==> config.mk <==
export PLATFORM = sky130hd
export DESIGN_NAME = peripheral_bin2bcd
export DESIGN_NICKNAME = d
export VERILOG_FILES = /design/src/rtl/peripheral_bin2bcd_pkg.sv /design/src/rtl/peripheral_bin2bcd_core.sv /design/src/rtl/peripheral_bin2bcd.sv
export SDC_FILE = /design/constraint.sdc
export NUM_CORES = 1
export LEC_CHECK = 0
export BUFFER_PORTS_ARGS = -buffer_cell sky130_fd_sc_hd__buf_2
export CAP_MARGIN = 0
export CORE_MARGIN = 2
export CORE_UTILIZATION = 31
export DETAILED_ROUTE_END_ITERATION = 6
export HOLD_SLACK_MARGIN = 0.02
export PLACE_DENSITY = 0.46
export SYNTH_ARGS = -nofsm -noshare
export SYNTH_HDL_FRONTEND = slang
export SYNTH_HIERARCHICAL = 1
export SYNTH_SLANG_ARGS = --single-unit
==> constraint.sdc <==
create_clock -name clk -period 3.5 [get_ports clk]
set_input_delay 0.35 -clock clk [delete_from_list [all_inputs] [get_ports clk]]
set_output_delay 0.35 -clock clk [all_outputs]
set_load 0.05 [all_outputs]
==> src/rtl/peripheral_bin2bcd_pkg.sv <==
// Shared definitions for the calculator binary-to-BCD peripheral:
// register addresses, FSM encoding and the double-dabble digit adjust.
package peripheral_bin2bcd_pkg;

    localparam logic [4:0] ADDR_DATA   = 5'h00;
    localparam logic [4:0] ADDR_STATUS = 5'h04;
    localparam logic [4:0] ADDR_RESULT = 5'h08;

    localparam logic [1:0] IDLE  = 2'd0;
    localparam logic [1:0] SHIFT = 2'd1;
    localparam logic [1:0] DONE  = 2'd2;

    localparam int unsigned BIN_W  = 16;
    localparam int unsigned BCD_W  = 20;
    localparam int unsigned DIGITS = 5;

    typedef struct packed {
        logic overrun;
        logic done;
        logic busy;
    } status_t;

    // Every digit of 5 or more gets +3 so the following left shift carries
    // correctly into the next decimal digit; the add wraps within 4 bits.
    function automatic logic [BCD_W-1:0] bcd_adjust(input logic [BCD_W-1:0] bcd);
        logic [BCD_W-1:0] adj;
        adj = bcd;
        for (int i = 0; i < DIGITS; i++) begin
            if (bcd[4*i +: 4] >= 4'd5)
                adj[4*i +: 4] = bcd[4*i +: 4] + 4'd3;
        end
        return adj;
    endfunction

endpackage

==> src/rtl/peripheral_bin2bcd_core.sv <==
// Sequential double-dabble converter: one shift-and-adjust iteration per
// cycle, sixteen iterations per conversion; result held until the next one.
module bin2bcd_core
    import peripheral_bin2bcd_pkg::*;
(
    input  logic        clk,
    input  logic        reset,
    input  logic        start,
    input  logic [15:0] bin_in,
    output logic        busy,
    output logic        done,
    output logic [19:0] bcd_out,
    output logic [1:0]  state_dbg
);

    logic [1:0]  state;
    logic [15:0] bin;
    logic [19:0] bcd;
    logic [3:0]  count;
    logic [19:0] result;

    logic [19:0] bcd_adj;
    logic [35:0] shifted;

    always_comb begin
        bcd_adj = bcd_adjust(bcd);
        shifted = {bcd_adj[18:0], bin, 1'b0};
    end

    always_ff @(posedge clk or negedge reset) begin
        if (!reset) begin
            state  <= IDLE;
            bin    <= '0;
            bcd    <= '0;
            count  <= '0;
            result <= '0;
        end else begin
            case (state)
                IDLE, DONE: begin
                    if (start) begin
                        bin   <= bin_in;
                        bcd   <= '0;
                        count <= '0;
                        state <= SHIFT;
                    end
                end
                SHIFT: begin
                    {bcd, bin} <= shifted;
                    count      <= count + 4'd1;
                    // count==15 marks the sixteenth iteration
                    if (count == 4'd15) begin
                        result <= shifted[35:16];
                        state  <= DONE;
                    end
                end
                default: state <= IDLE;
            endcase
        end
    end

    assign busy      = (state == SHIFT);
    assign done      = (state == DONE);
    assign bcd_out   = result;
    assign state_dbg = state;

endmodule

==> src/rtl/peripheral_bin2bcd.sv <==
// Bus wrapper for the BCD converter: address decode, sticky overrun flag
// and the registered read port.
module peripheral_bin2bcd
    import peripheral_bin2bcd_pkg::*;
(
    input  logic        clk,
    input  logic        reset,
    input  logic [15:0] d_in,
    input  logic        cs,
    input  logic [4:0]  addr,
    input  logic        rd,
    input  logic        wr,
    output logic [31:0] d_out
);

    logic        busy;
    logic        done;
    logic [19:0] bcd_result;
    logic [1:0]  core_state;
    logic        overrun;

    logic        wr_data;
    logic        rd_status;
    logic        start;
    logic        overrun_set;
    status_t     status;
    logic [31:0] rd_data;

    bin2bcd_core u_core (
        .clk       (clk),
        .reset     (reset),
        .start     (start),
        .bin_in    (d_in),
        .busy      (busy),
        .done      (done),
        .bcd_out   (bcd_result),
        .state_dbg (core_state)
    );

    assign wr_data     = cs && wr && (addr == ADDR_DATA);
    assign rd_status   = cs && rd && (addr == ADDR_STATUS);
    assign start       = wr_data && !busy;
    // A write that lands while converting is dropped and flagged instead
    assign overrun_set = wr_data && (core_state == SHIFT);
    assign status      = '{overrun: overrun, done: done, busy: busy};

    always_comb begin
        rd_data = 32'd0;
        case (addr)
            ADDR_STATUS: rd_data = {29'd0, status};
            ADDR_RESULT: rd_data = {12'd0, bcd_result};
            default:     rd_data = 32'd0;
        endcase
    end

    always_ff @(posedge clk or negedge reset) begin
        if (!reset) begin
            overrun <= 1'b0;
        end else if (overrun_set) begin
            overrun <= 1'b1;
        end else if (rd_status) begin
            overrun <= 1'b0;
        end
    end

    always_ff @(posedge clk or negedge reset) begin
        if (!reset) begin
            d_out <= 32'd0;
        end else if (cs && rd) begin
            d_out <= rd_data;
        end
    end

endmodule

==> impl_metrics.toml, run 1 <==
[global_route]
antenna_found_initial = 0
grt_pass1_vias = 2522
grt_use_total = 0.122
grt_max_degree = 84
overflow = 0
grt_pass1_wl_mm = 12.7

[clocking]
cts-hold-fix-buffers = 0
cts_buffers = 9
ctsRootBufferMaster = "clkbuf_16"
clock_latency_ns = 0.33
clk_path_buf_depth = 2
cts.htree.levels = 3
post_cts_buffers = 0
clkTransAtPathRegs_ns = 0.06
cts.sinks = 83
cts_tree = "built"
cts-resized-gates = 0

[synthesis]
synth_edf_count = 0
synthArstFlopShare = 1.00
synth_area_leaders = "dfrtp_1 (53%), a22o_1 (6.7%), nand2_1 (4.9%)"
yosysSeqAreaShare = 0.533
synth_cell_type_count = 41
synth.largest_area_cell = "dfrtp_1"
ys.warnings.count = 6
synth_seq_cells = 83
ys.flop_type = "dfrtp_1"
yosysTopAreaCellShare = 0.533
syn-cell-area_um2 = 3890
synthCells = 344
avgSynthCellArea_um2 = 11.3

[sta]
hold_viol_final = 0
tightest_slew_ns = 1.05
skew_ns = 0.00873
rsz0062_at_grt = "false"
relSlewSlack = 0.302
report.final.slew_viol_count = 0
fin_setup_tns_ns = 0
finalCritPeriodShare = 0.649
max_freq_ghz = 0.440
hold_slack_ns = 0.168
setup_viol = 0
final.min_clock_period_ns = 2.27

[critical_path]
crit_arrival_ns = 2.54
critPathRequiredTime_ns = 3.77
critPathCaptureType = "flop"
cp_max_fo = 24
ff2ff_path_depth = 7
setup.worst_path.start_class = "flop"
path_class = "reg -> reg"

[route]
route.vias.total = 2566
postRouteAntennaNets = 0
wirelength_mm = 7.45
via_per_inst = 4.61
first_pass_iters = 4
drt_iter0_drc = 140
drc = 0
routedWlPerCell_um = 13.4

[final_layout]
regArea_um2 = 2080
antenna_cells = 0
multi_input_area_um2 = 1580
final_cell_mix = "dfrtp_1 (83), nand2_1 (51), buf_2 (44)"
fin_nets = 422
layout-drive-gt1-share = 0.231
final_core_util = 0.372
fillCellCount = 1238
fin_area_um2 = 4500
syn_to_final_growth_pct = 15.7
layout_commonest_cell = "dfrtp_1"

[power_and_ir_drop]
vdd_drop_max_mv = 0.411
power_per_cell_area_nw_per_um2 = 621
leakage_uw = 0.00225

[die]
dieArea_um2 = 13500
die_h_um = 116
core_area_um2 = 12100
ios = 58
start_util = 0.321
die_w_um = 116
rows = 40

[placed_design]
port_buffers = 45
dp_hpwl_mm = 4.99
finalWeightedCongestion = 0.744
placed_cell_area_um2 = 4180

[hold_path]
hold_class = "in -> async"

[run]
maxCapViolations = 0

[run_status]
status = "finished clean"
-- critical path: stages, from the launching register on --
cell,delay (ns)
dfrtp_1,0.40
nand2b_4,0.22
inv_2,0.37
nor2_1,0.11
nor2b_1,0.19
nor2_4,0.43
buf_4,0.32
a22o_1,0.15
-- power by group --
group | total (uW) | switching [uW] | internal [uW]
clock network | 1020 | 379 | 644
logic | 554 | 319 | 235
registers | 1220 | 131 | 1090
-- metal layers --
metal,vias up,track usage,part of all wire
met5,-,0,0
met4,0,0.0468,0.010
met3,5,0.0377,0.043
met2,49,0.185,0.45
met1,1233,0.164,0.49
li1,1279,-,-
-- worst paths after layout --
| check | from | endpoint | slack [ns] |
|---|---|---|---|
| worst max-delay path | u_core/state_dbg[1] | u_core/bin[0] | 1.23 |
| worst min-delay path | reset | d_out[10] | 0.17 |
| worst max register to register | u_core/state_dbg[1] | u_core/bin[0] | 1.23 |
| worst min register to register | u_core/bin[13] | u_core/bin[13] | 0.47 |
| max in group asynchronous | reset | u_core/bin[6] | 2.62 |
| min in group clk | d_in[8] | u_core/bin[8] | 0.23 |
-- synthesized netlist by cell type (all sizes together) (4+ instances only) --
master	count
nand3	6
o21ai	27
nor3b	9
ha	11
buf	26
inv	14
mux2	11
dfrtp	83
a21oi	14
clkbuf	4
xnor2	5
nand2	51
a22oi	15
mux2i	5
nand2b	7
nor3	6
a22o	30
-- sequential cells by signal, summed over array words and instances (netlist names) --
name	flops
u_core/state_dbg	2
d_out	20
overrun	1
u_core/bcd	20
u_core/count	4
u_core/bcd_out	20
u_core/bin	16
-- layout make-up --
| type | count | share of cell area |
|---|---|---|
| flip-flops and latches | 83 | 0.461 |
| well taps | 168 | 0.0467 |
| inverters | 14 | 0.0117 |
| multi-input cells | 228 | 0.351 |
| clock inverters | 5 | 0.0189 |
| repair buffers | 49 | 0.0572 |
| clock buffers | 10 | 0.0531 |
-- per-stage QoR --
stage / setup slack [ns] / std cells / total power, uW
6_report: 1.23 / 557 / 2800
5_1_grt: 1.01 / 557 / 2970
4_1_cts: 1.16 / 557 / 2850
3_5_place_dp: 1.20 / 542 / 1800
3_3_place_gp: 1.23 / 542 / 1780
2_1_floorplan: 1.73 / 355 / 1650
-- logic make-up (layout without fill, tap and decap cells) --
logic type | Yosys count | count (layout) | share of synthesized area
XOR/XNOR | 5 | 5 | 0.0112
AO/OA/AOI/OAI | 91 | 91 | 0.166
other | 1 | 12 | 0.000963
multiplexers | 16 | 16 | 0.0553
adder cells (fa/ha/maj) | 11 | 11 | 0.0353
buffers and inverters | 44 | 78 | 0.0707
flip-flops | 83 | 83 | 0.533
AND/OR/NAND/NOR | 93 | 93 | 0.127
Power figures use the tool's default switching activity.
==> inputs of run 2 (changes only) <==
clock period = 2.1 ns   (was 3.5 ns; I/O delays follow)
==> run 2 against run 1 <==
Effect of this change: setup slack lost 1.1 ns; global-route usage grew 0.11 points; sequential share of layout area shrank 0.44 points; combinational power grew 68%; final cell count grew 1.1%; hold slack lost 0.080 ns; flip-flop and latch count is the same; die area is the same; largest cell class unchanged; largest power group unchanged; highest routed layer unchanged.
==> impl_metrics.toml, run 2 (synthesis results as in run 1) <==
[final_layout]
syn_to_final_growth_pct = 16.8
fin_area_um2 = 4550
fin_nets = 427
final_cell_mix = "dfrtp_1 (83), nand2_1 (51), buf_2 (44)"
layout-drive-gt1-share = 0.238
antenna_cells = 0
regArea_um2 = 2080
fin_cells = 563
layout_commonest_cell = "dfrtp_1"
multi_input_area_um2 = 1580
fillCellCount = 1217

[sta]
finalCritPeriodShare = 0.921
worst_slack_ns = 0.165
tightest_slew_ns = 0.901
report.final.slew_viol_count = 0
relSlewSlack = 0.398
hold_viol_final = 0
rsz0062_at_grt = "false"
setup_viol = 0
hold_slack_ns = 0.0878
max_freq_ghz = 0.517
final.min_clock_period_ns = 1.94
skew_ns = 0.00663
fin_setup_tns_ns = 0

[route]
wirelength_mm = 7.61
top_layer_used = "met4"
drc = 0
postRouteAntennaNets = 0
met2_length_mm = 3.48
routedWlPerCell_um = 13.5
first_pass_iters = 4
route.vias.total = 2602
via_per_inst = 4.62
drt_iter0_drc = 140
wl_met3_um = 282
wl_met1_mm = 3.75

[die]
rows = 40
dieArea_um2 = 13500
die_w_um = 116
core_area_um2 = 12100
start_util = 0.321
ios = 58
die_h_um = 116

[placed_design]
placed_cell_area_um2 = 4240
dp_hpwl_mm = 5.09
dpl.cell_count = 546
pre_cts_ws_ns = 0.164
finalWeightedCongestion = 0.738
port_buffers = 45

[power_and_ir_drop]
p_int_uw = 3170
leakage_uw = 0.00228
p_seq_frac = 0.445
power_per_cell_area_nw_per_um2 = 1000
p_sw_frac = 0.305
vdd_drop_max_mv = 0.439
pwr-share-comb = 0.204
p_clk_frac = 0.351
switching_power_uw = 1390

[clocking]
cts-resized-gates = 0
cts_buffers = 9
clk_path_buf_depth = 2
cts_tree = "built"
ctsRootBufferMaster = "clkbuf_16"
cts.sinks = 83
post_cts_buffers = 0
clock_latency_ns = 0.33
cts.htree.levels = 3
clkTransAtPathRegs_ns = 0.06

[global_route]
grt_max_degree = 49
grt_pass1_wl_mm = 12.7
grt_pass1_vias = 2576
overflow = 0
grt_use_total = 0.123
antenna_found_initial = 0

[run_status]
status = "finished clean"

[critical_path]
critPathRequiredTime_ns = 2.37
regToRegStartpoint = "u_core/state_dbg[1]"
cpPeakStageDelay_ns = 0.69
crit_path_cell_trace = "nand2b_4 > inv_2 > nor2_1 > nor2b_1 > nor2_4 > o21ai_0 > nand2_1"
setup.worst_path.start = "u_core/state_dbg[1]"
path_buf_inv = 1
path_class = "reg -> reg"
critPathCaptureType = "flop"
cp_max_fo = 39
crit_family = "simple AND/OR/NAND/NOR gates"
crit_arrival_ns = 2.20
cpMaxStageDelayCell = "nor2_4"
setup.worst_path.start_class = "flop"

[hold_path]
hp-start = "d_in[4]"
hold_class = "in -> reg"

[run]
maxCapViolations = 0
## run 2: timing repair
action	4_1_cts	5_1_grt
hold buffers	1	0
endpoints found under the hold margin	35	0
setup endpoints to repair	0	0
## run 2: per-layer routing
layer,global-route usage,vias to the layer above
met2,0.190,55
met4,0.0405,0
li1,-,1290
met5,0,-
met3,0.0350,7
met1,0.167,1250
## run 2: power by group through the flow
stage | sequential (uW) | clock (uW) | combinational (uW)
floorplan | 2010 | 0 | 739
detailed placement | 2060 | 0 | 943
global placement | 2050 | 0 | 922
finish | 2030 | 1600 | 932
CTS | 2030 | 1650 | 949
global route | 2070 | 1710 | 1070
## run 2: final timing paths
path	endpoint	cells after the start	slack [ns]
worst max-delay path	u_core/bcd[15]	7	0.16
worst min-delay path	u_core/bin[4]	3	0.09
worst max register to register	u_core/bcd[15]	7	0.16
worst min register to register	u_core/bin[14]	2	0.48
max in group asynchronous	u_core/bcd_out[14]	3	1.11
min in group asynchronous	d_out[10]	2	0.37
## run 2: worst min-delay path: cells and delay by family
family / cells / cell delay (ns)
compound gates: 1 / 0.05
buf+inv: 1 / 0.07
simple gates: 1 / 0.05
## run 2: layout make-up
type | count | area share
Tap cell | 168 | 0.0462
Clock inverter | 5 | 0.0132
Multi-Input combinational cell | 228 | 0.348
Inverter | 14 | 0.0116
Sequential cell | 83 | 0.457
Clock buffer | 11 | 0.0534
Timing Repair Buffer | 54 | 0.0710
## run 2: stage by stage
stage | util | total power, uW
after global placement | 0.350 | 2980
after global routing | 0.376 | 4850
after detailed placement | 0.350 | 3000
after floorplan | - | 2750
after CTS | 0.376 | 4630
final | 0.376 | 4560
==> inputs of run 3 (changes only) <==
CORE_ASPECT_RATIO = 0.8   (was default)
==> run 3 against run 2 <==
Effect of this change: non-clock buffer count rose by 2; setup slack better by 0.066 ns; clock power down 7%; clock skew up 0.0021 ns; first-iteration DRC count down 40%; fmax is 3.5% higher.
==> impl_metrics.toml, run 3 (synthesis results as in run 1) <==
[run_status]
status = "finished clean"

[critical_path]
critPathCaptureType = "flop"
ff2ff_path_depth = 6
critPathRequiredTime_ns = 2.38
cp_max_fo = 19
path_class = "reg -> reg"
crit_arrival_ns = 2.15
setup.worst_path.start_class = "flop"
r2r_slack_ns = 0.23

[power_and_ir_drop]
leakage_uw = 0.00227
power.total_uw = 4440
power_per_cell_area_nw_per_um2 = 979
vdd_drop_max_mv = 0.351

[clocking]
clk_path_buf_depth = 2
clock_latency_ns = 0.34
cts_tree = "built"
ctsRootBufferMaster = "clkbuf_16"
cts_buffers = 9
clkTransAtPathRegs_ns = 0.06
post_cts_buffers = 0
cts.sinks = 83
cts.htree.levels = 3

[final_layout]
syn_to_final_growth_pct = 16.6
layout_commonest_cell = "dfrtp_1"
final_cell_mix = "dfrtp_1 (83), nand2_1 (51), buf_2 (44)"
fin_nets = 430
antenna_cells = 0
fin_cells = 569
layout-drive-gt1-share = 0.244

[route]
drc = 0
drt_iter0_drc = 84
via_per_inst = 4.60
wl_met3_um = 264
wl_met1_mm = 3.90
postRouteAntennaNets = 0
route.vias.total = 2615
first_pass_iters = 4
routedWlPerCell_um = 13.8
wirelength_mm = 7.87
top_layer_used = "met4"
met2_length_mm = 3.60

[placed_design]
finalWeightedCongestion = 0.748
dp_hpwl_mm = 5.17
port_buffers = 45
dpl.cell_count = 551

[die]
die_h_um = 104
start_util = 0.319
ios = 58
rows = 36
dieArea_um2 = 13500
core_area_um2 = 12200
die_w_um = 129

[global_route]
grt_max_degree = 40
grt_pass1_vias = 2609
overflow = 0
antenna_found_initial = 0
grt_pass1_wl_mm = 12.9
grt_use_total = 0.122

[sta]
skew_ns = 0.00875
final.min_clock_period_ns = 1.87
tightest_slew_ns = 0.845
report.final.slew_viol_count = 0
fin_setup_tns_ns = 0
finalCritPeriodShare = 0.890
rsz0062_at_grt = "false"
max_freq_ghz = 0.535
relSlewSlack = 0.436
setup_viol = 0
hold_viol_final = 0

[hold_path]
hold_class = "in -> reg"
hold_depth = 3

[run]
maxCapViolations = 0
run 3: cell types whose count changed in the layout (fill, tap and decap cells not counted):
cell,delta
buf_4,+3
buf_12,-1
bufinv_16,-1
clkbuf_8,+1
clkinv_2,+1
clkinv_4,-1
clkinvlp_4,+1
inv_6,-1
nor2_2,+1
run 3: repair_timing:
item,in CTS,in global routing
setup endpoints to repair,0,4
gates resized for setup,0,0
endpoints found under the hold margin,29,0
hold buffers,1,0
run 3: final timing paths:
check	from	end
setup / recovery	u_core/state_dbg[1]	u_core/bcd[9]
hold / removal	d_in[8]	u_core/bin[8]
min in group asynchronous	reset	d_out[8]
setup reg to reg	u_core/state_dbg[1]	u_core/bcd[9]
max in group asynchronous	reset	u_core/bin[15]
hold reg to reg	u_core/bcd_out[4]	u_core/bcd_out[4]
run 3: where the power goes:
part	internal, uW	leakage [uW]	switching, uW
clock	862	0.000135	625
combinational	398	0.00103	527
sequential	1810	0.00111	217
run 3: stage by stage:
stage	worst slack, ns	area [um2]	hold slack [ns]	util
finish	0.231	4540	0.0842	0.372
global route	0.110	4540	0.0847	0.372
CTS	0.139	4530	0.0729	0.371
detailed placement	0.139	4240	0.193	0.347
global placement	0.215	4240	0.190	0.347
floorplan	0.326	3940	-0.0856	-
run 3: area by class of cell:
cell class	instances	area [um2]
timing repair buffer	56	325
sequential	83	2080
fill	1220	7670
clock inverter	4	25.0
tap	171	214
clock buffer	12	256
multi-input combinational	229	1590
inverter	14	52.6
run 3: per-layer routing:
layer	vias to the layer above	track usage
li1	1293	-
met1	1273	0.164
met2	38	0.188
met3	11	0.0370
met4	0	0.0396
met5	-	0
run 3: worst max-delay path: stages (launching register included):
cell and delay (ns):
dfrtp_1 0.39, nand2b_4 0.15, inv_2 0.08, nor2_1 0.06
nor2b_1 0.20, nor2_2 0.69, a22o_1 0.25
